--- config.mk ---
export PLATFORM = sky130hd
export DESIGN_NAME = serial_add_scheduler_flat
export DESIGN_NICKNAME = d
export VERILOG_FILES = /design/src/rtl/serial_add_scheduler_if.sv /design/src/rtl/serial_add_scheduler.sv /design/src/flat_wrapper.sv
export SDC_FILE = /design/constraint.sdc
export NUM_CORES = 1
export LEC_CHECK = 0
export CELL_PAD_IN_SITES_DETAIL_PLACEMENT = 1
export CELL_PAD_IN_SITES_GLOBAL_PLACEMENT = 2
export CORE_MARGIN = 3
export CORE_UTILIZATION = 29
export CTS_BUF_LIST = sky130_fd_sc_hd__clkbuf_16
export DETAILED_ROUTE_END_ITERATION = 10
export PLACE_DENSITY_LB_ADDON = 0.15
export SYNTH_ARGS = -nofsm -noshare
export SYNTH_HDL_FRONTEND = slang
export SYNTH_SLANG_ARGS = --single-unit
--- constraint.sdc ---
create_clock -name clk -period 4.5 [get_ports clk]
set_input_delay 1.35 -clock clk [delete_from_list [all_inputs] [get_ports clk]]
set_output_delay 1.35 -clock clk [all_outputs]
set_load 0.05 [all_outputs]
--- src/rtl/serial_add_scheduler_if.sv ---
// serial_add_scheduler_if: request/operand/result bundle; SERIAL_SUB_EN adds per-requester subtract select
interface serial_add_scheduler_if #(
  parameter int NREQ  = 4,
  parameter int WIDTH = 4,
  parameter int IDW   = 2
);
  logic [NREQ-1:0]       req;
  logic [NREQ*WIDTH-1:0] a_in;
  logic [NREQ*WIDTH-1:0] b_in;
`ifdef SERIAL_SUB_EN
  logic [NREQ-1:0]       sub;
`endif
  logic [NREQ-1:0]       gnt;
  logic                  busy;
  logic                  done;
  logic [IDW-1:0]        done_id;
  logic [WIDTH-1:0]      sum_out;
  logic                  cout_out;
`ifdef SERIAL_SUB_EN
  modport master (output req, a_in, b_in, sub, input gnt, busy, done, done_id, sum_out, cout_out);
  modport slave  (input req, a_in, b_in, sub, output gnt, busy, done, done_id, sum_out, cout_out);
`else
  modport master (output req, a_in, b_in, input gnt, busy, done, done_id, sum_out, cout_out);
  modport slave  (input req, a_in, b_in, output gnt, busy, done, done_id, sum_out, cout_out);
`endif
endinterface

--- src/rtl/serial_add_scheduler.sv ---
// serial_add_scheduler: round-robin shared bit-serial adder; SERIAL_SUB_EN enables a-b via inverted b and carry-in 1
module serial_add_scheduler #(
  parameter int NREQ  = 4,
  parameter int WIDTH = 4,
  parameter int IDW   = 2
) (
  input logic clk,
  input logic rst,
  serial_add_scheduler_if.slave bus
);
  localparam int CW = (WIDTH > 2) ? $clog2(WIDTH) : 1;
  typedef enum logic [1:0] {IDLE, SHIFT, DONE} state_t;
  state_t state_q, state_d;
  logic [WIDTH-1:0] a_q, a_d, b_q, b_d, sum_q, sum_d;
  logic [NREQ-1:0] gnt_q, gnt_d;
  logic [IDW-1:0] id_q, id_d, ptr_q, ptr_d, did_q, did_d, win, nxt;
  logic [CW-1:0] cnt_q, cnt_d;
  logic carry_q, carry_d, cout_q, cout_d, done_q, done_d, busy_q, busy_d;
  logic found, sub_w, s, c;
  always_comb begin
    found = 1'b0;
    win = '0;
    for (int k = NREQ - 1; k >= 0; k--) begin
      logic [IDW:0] idx;
      idx = {1'b0, ptr_q} + (IDW + 1)'(k);
      idx = (idx >= (IDW + 1)'(NREQ)) ? idx - (IDW + 1)'(NREQ) : idx;
      if (bus.req[idx[IDW-1:0]]) begin
        found = 1'b1;
        win = idx[IDW-1:0];
      end
    end
  end
  assign nxt = (win == IDW'(NREQ - 1)) ? '0 : win + 1'b1;
`ifdef SERIAL_SUB_EN
  assign sub_w = bus.sub[win];
`else
  assign sub_w = 1'b0;
`endif
  assign s = a_q[0] ^ b_q[0] ^ carry_q;
  assign c = (a_q[0] & b_q[0]) | (a_q[0] & carry_q) | (b_q[0] & carry_q);
  always_comb begin
    state_d = state_q;
    a_d = a_q;
    b_d = b_q;
    carry_d = carry_q;
    cnt_d = cnt_q;
    id_d = id_q;
    ptr_d = ptr_q;
    gnt_d = '0;
    done_d = 1'b0;
    sum_d = sum_q;
    cout_d = cout_q;
    did_d = did_q;
    case (state_q)
      IDLE: if (found) begin
        state_d = SHIFT;
        a_d = bus.a_in[win*WIDTH +: WIDTH];
        b_d = sub_w ? ~bus.b_in[win*WIDTH +: WIDTH] : bus.b_in[win*WIDTH +: WIDTH];
        carry_d = sub_w;
        cnt_d = '0;
        id_d = win;
        ptr_d = nxt;
        gnt_d[win] = 1'b1;
      end
      SHIFT: begin
        a_d = {s, a_q[WIDTH-1:1]};
        b_d = b_q >> 1;
        carry_d = c;
        cnt_d = cnt_q + 1'b1;
        // results are registered on entry to DONE so they are valid alongside done
        if (cnt_q == CW'(WIDTH - 1)) begin
          state_d = DONE;
          done_d = 1'b1;
          sum_d = a_d;
          cout_d = c;
          did_d = id_q;
        end
      end
      default: state_d = IDLE;
    endcase
    busy_d = state_d != IDLE;
  end
  always_ff @(posedge clk) begin
    if (rst) begin
      state_q <= IDLE;
      a_q <= '0;
      b_q <= '0;
      carry_q <= 1'b0;
      cnt_q <= '0;
      id_q <= '0;
      ptr_q <= '0;
      gnt_q <= '0;
      done_q <= 1'b0;
      busy_q <= 1'b0;
      sum_q <= '0;
      cout_q <= 1'b0;
      did_q <= '0;
    end else begin
      state_q <= state_d;
      a_q <= a_d;
      b_q <= b_d;
      carry_q <= carry_d;
      cnt_q <= cnt_d;
      id_q <= id_d;
      ptr_q <= ptr_d;
      gnt_q <= gnt_d;
      done_q <= done_d;
      busy_q <= busy_d;
      sum_q <= sum_d;
      cout_q <= cout_d;
      did_q <= did_d;
    end
  end
  assign bus.gnt = gnt_q;
  assign bus.busy = busy_q;
  assign bus.done = done_q;
  assign bus.done_id = did_q;
  assign bus.sum_out = sum_q;
  assign bus.cout_out = cout_q;
endmodule
--- src/flat_wrapper.sv ---
// flat-port wrapper written by rule: the top's interface ports become plain ports
module serial_add_scheduler_flat 
#(
  parameter int NREQ  = 4,
  parameter int WIDTH = 4,
  parameter int IDW   = 2
)
  (clk, rst, bus_req, bus_a_in, bus_b_in, bus_gnt, bus_busy, bus_done, bus_done_id, bus_sum_out, bus_cout_out);
  serial_add_scheduler_if #(.NREQ(NREQ), .WIDTH(WIDTH), .IDW(IDW)) bus_i ();
  input logic clk;
  input logic rst;
  input wire logic [$bits(bus_i.req)-1:0] bus_req;
  input wire logic [$bits(bus_i.a_in)-1:0] bus_a_in;
  input wire logic [$bits(bus_i.b_in)-1:0] bus_b_in;
  output wire logic [$bits(bus_i.gnt)-1:0] bus_gnt;
  output wire logic [$bits(bus_i.busy)-1:0] bus_busy;
  output wire logic [$bits(bus_i.done)-1:0] bus_done;
  output wire logic [$bits(bus_i.done_id)-1:0] bus_done_id;
  output wire logic [$bits(bus_i.sum_out)-1:0] bus_sum_out;
  output wire logic [$bits(bus_i.cout_out)-1:0] bus_cout_out;
  assign bus_i.req = bus_req;
  assign bus_i.a_in = bus_a_in;
  assign bus_i.b_in = bus_b_in;
  assign bus_gnt = bus_i.gnt;
  assign bus_busy = bus_i.busy;
  assign bus_done = bus_i.done;
  assign bus_done_id = bus_i.done_id;
  assign bus_sum_out = bus_i.sum_out;
  assign bus_cout_out = bus_i.cout_out;
  serial_add_scheduler #(.NREQ(NREQ), .WIDTH(WIDTH), .IDW(IDW)) u_core (.clk(clk), .rst(rst), .bus(bus_i));
endmodule
==> flow_summary_export.csv <==
group,metric,value,unit
setup_path,critPathTopFamily,"buffers and inverters",
power,power_frac_comb,23.7,%
detailed_routing,drc_errors,0,
global_route,overflow,0,
setup_path,regToRegSetupSlack,2.34,ns
power,clkPwrFrac,39.1,%
synth,synth_mux_area_share,0.615,%
cts,cts_root_buf,"clkbuf_16",
timing,relSlewSlack,58.8,%
setup_path,critPathMaxFanout,16,
synth,synthXorXnorAreaFrac,0,%
power,p_switching,224,µW
setup_path,r2r_end,"u_core.a_q[3]",
final_layout,final_area,2320,µm²
setup_path,cp_num_buf_inv,3,
setup_path,cp_slowest_cell,"clkdlybuf4s50_1",
floorplanning,rows,26,
synth,synth_async_sr_flop_share,0,%
cts,clock_latency,0.27,ns
global_route,grt_pass1_wl,7860,µm
detailed_routing,via_per_inst,5.02,
placed_design,io_buffer_count,50,
setup_path,r2r_cells,7,
synth,ys_seq_area_share,36.9,%
setup_path,crit_path_end_kind,"register",
setup_path,path_class,"primary input to register",
timing,fin_skew,0.00400,ns
timing,setup_violations,0,
final_layout,fin_nets,266,
final_layout,final_layout_size_suffix_gt1_share,13.9,%
final_layout,syn_to_final_growth,42.5,%
setup_path,worstSetupStartpointType,"primary input",
power,p_int,574,µW
synth,synth-edff-count,0,
placed_design,gp_congestion,0.763,
cts,post_cts_buffers,0,
setup_path,critPathMaxStageDelay,0.60,ns
final_layout,finalNonFillerCells,293,
synth,synth_top_family_by_area,"compound AO/OA/AOI/OAI gates",
synth,synth_fa_ha_area_share,5.07,%
timing,fin_setup_tns,0,ns
detailed_routing,drt-wirelength-per-cell,15.9,µm
cts,cts_hold_buf,0,
power,p_leak,0.000808,µW
synth,synth-compound-area-share,29.1,%
synth,synth_area_leaders,"dfxtp_1, o32ai_2, nor3b_1",
detailed_routing,drt_iter0_markers,49,
timing,hold_viol,0,
placed_design,placement.cell_area,2180,µm²
cts,cts-resized-gates,0,
placed_design,dp_hpwl,3630,µm
timing,tightest_slew,0.613,ns
min_path,hp-class,"register to register",
final_layout,nFillCells,605,
cts,h-tree-depth,2,
detailed_routing,antenna_left,0,
synth,synth_area_per_cell,9.52,µm²
timing,period_share,77.7,%
synth,netlist_area,1630,µm²
cts,cts_tree,"yes",
min_path,min_from,"u_core.id_q[0]",
floorplanning,die_w,80.9,µm
timing,final.min_clock_period,3.49,ns
floorplanning,dieArea,6550,µm²
synth,syn_inst,171,
final_layout,antenna_cells,0,
floorplanning,start_util,30.9,%
power,irDropWorstVdd,184,µV
power,pwr_density_cell,344,nW/µm²
floorplanning,io_pins,51,
synth,synth_nets,215,
power,p_sw_share,28.1,%
global_route,grt_usage,16.0,%
power,seq_power_share,37.2,%
setup_path,crit_chain,"clkdlybuf4s50_1 > nor2b_1 > nor4b_4 > buf_4 > or2_1 > buf_4 > a211oi_1 > o32ai_2",
timing,fmaxAchievable,286,MHz
detailed_routing,firstDrtPassIters,4,
cts,cts.clk_slew.worst_paths,0.05,ns
synth,yosysTopAreaCell,"dfxtp_1",
final_layout,post-route-util,44.0,%
setup_path,critPathArrivalTime,3.63,ns
setup_path,reg2reg_from,"u_core.ptr_q[0]",
global_route,grt_start_max_net_pins,28,
min_path,whs_path_depth,2,
setup_path,crit_path_frequent_cell,"buf_4",
synth,ys_warn_count,0,
cts,ctsLongestPathBuffers,2,
cts,cts_buffers,5,
global_route,grt_pass1_vias,1599,
flow_run,maxCapViolCount,0,
global_route,antenna_found_initial,0,
synth,synth_seq_cells,30,
cts,clock-sinks,30,
synth,synth-main-ff-cell,"dfxtp_1",
run_status,outcome,"completed",
timing,rsz0062_at_grt,"false",
floorplanning,die_h,80.9,µm
floorplanning,core_area,5270,µm²
placed_design,dp.cells,285,
synth,yosysTopAreaCellShare,36.9,%
detailed_routing,routed_wl,4660,µm
detailed_routing,vias,1470,
synth,ys_types,32,
timing,drv_slew,0,
min_path,hold_end,"u_core.bus.done_id[0]",
synth,synthSimpleGateAreaFrac,22.4,%
setup_path,critical_path_required,4.64,ns
[registers in the layout (all words and copies together), names as in the netlist]
signal and flops:
u_core.id_q 2, u_core.b_q 4, u_core.bus.done_id 2, u_core.state_q 2, u_core.ptr_q 2, u_core.bus.done 1, u_core.bus.busy 1, u_core.a_q 4
u_core.cnt_q 2, u_core.bus.gnt 4, u_core.bus.sum_out 4, u_core.carry_q 1, u_core.bus.cout_out 1
[per-layer routing]
metal	wire length (µm)	GRT usage, %
met5	0	0
met4	74	6.25
met3	169	3.66
met2	2510	28.7
met1	1910	18.2
[how the worst max path moves through the flow]
stage | start | end | slack [ns] | depth (start not counted)
after floorplan | bus_req[2] | u_core.ptr_q[1] | 1.69 | 8
after global placement | bus_req[0] | u_core.b_q[1] | 0.89 | 8
after detailed placement | bus_req[1] | u_core.a_q[3] | 0.77 | 8
after CTS | bus_req[0] | u_core.a_q[3] | 0.99 | 8
after global routing | bus_req[0] | u_core.a_q[3] | 0.86 | 8
final | bus_req[0] | u_core.a_q[3] | 1.01 | 8
[power by group through the flow]
stage | Sequential (µW) | Clock (µW) | Combinational [µW]
after global routing | 299 | 338 | 210
after CTS | 297 | 322 | 192
after global placement | 302 | 0 | 187
final | 297 | 312 | 189
after floorplan | 308 | 0 | 121
after detailed placement | 302 | 0 | 191
[logic make-up after synthesis]
group                    count (synthesis)
flip-flops                              30
buffers and inverters                   18
AO/OA/AOI/OAI                           51
AND/OR/NAND/NOR                         65
adder cells (fa/ha/maj)                  6
multiplexers                             1
[per-stage QoR]
step,setup WS (ns),total power [µW],hold slack (ns)
floorplan,1.69,429,0.432
global placement,0.894,489,0.443
detailed placement,0.767,493,0.450
CTS,0.989,812,0.457
global route,0.861,848,0.481
finish,1.01,798,0.454
[final cells by class]
| type | instances | area, µm² | area share (%) |
|---|---|---|---|
| multi-input cells | 123 | 930 | 40.1 |
| flip-flops and latches | 30 | 601 | 25.9 |
| repair buffers | 54 | 531 | 22.9 |
| clock buffers | 5 | 125 | 5.39 |
| well taps | 70 | 87.6 | 3.78 |
| inverters | 8 | 30.0 | 1.29 |
| clock inverters | 3 | 16.3 | 0.701 |
[cells in the mapped netlist (2+ instances only)]
library cell / number
dfxtp_1: 30
nand2_1: 18
nor2_1: 15
nor3b_1: 15
a21oi_1: 13
a211oi_1: 12
a211oi_2: 7
a22oi_1: 7
inv_1: 7
o32ai_2: 7
and2_1: 5
ha_1: 5
clkbuf_1: 4
buf_2: 3
nand2b_1: 3
nor2b_1: 3
buf_6: 2
[cells in the final DEF, fill, tap and decap left out, drive strengths merged]
cell,instances
a2111oi,1
a211oi,19
a21o,1
a21oi,13
a221oi,1
a22oi,7
a32oi,1
and2,5
buf,4
clkbuf,5
clkdlybuf4s50,50
clkinv,2
clkinvlp,1
dfxtp,30
fa,1
ha,5
inv,8
mux2i,1
nand2,18
nand2b,3
nor2,15
nor2b,3
nor3,1
nor3b,15
nor4,1
nor4b,1
o21ai,1
o32ai,7
or2,2
or3,1
[worst min-delay path: stages, from the launching register on]
cell and delay [ns]:
dfxtp_1 0.31, nand2_1 0.05, a21oi_1 0.05
No activity file was read; power rests on OpenSTA's default activity.
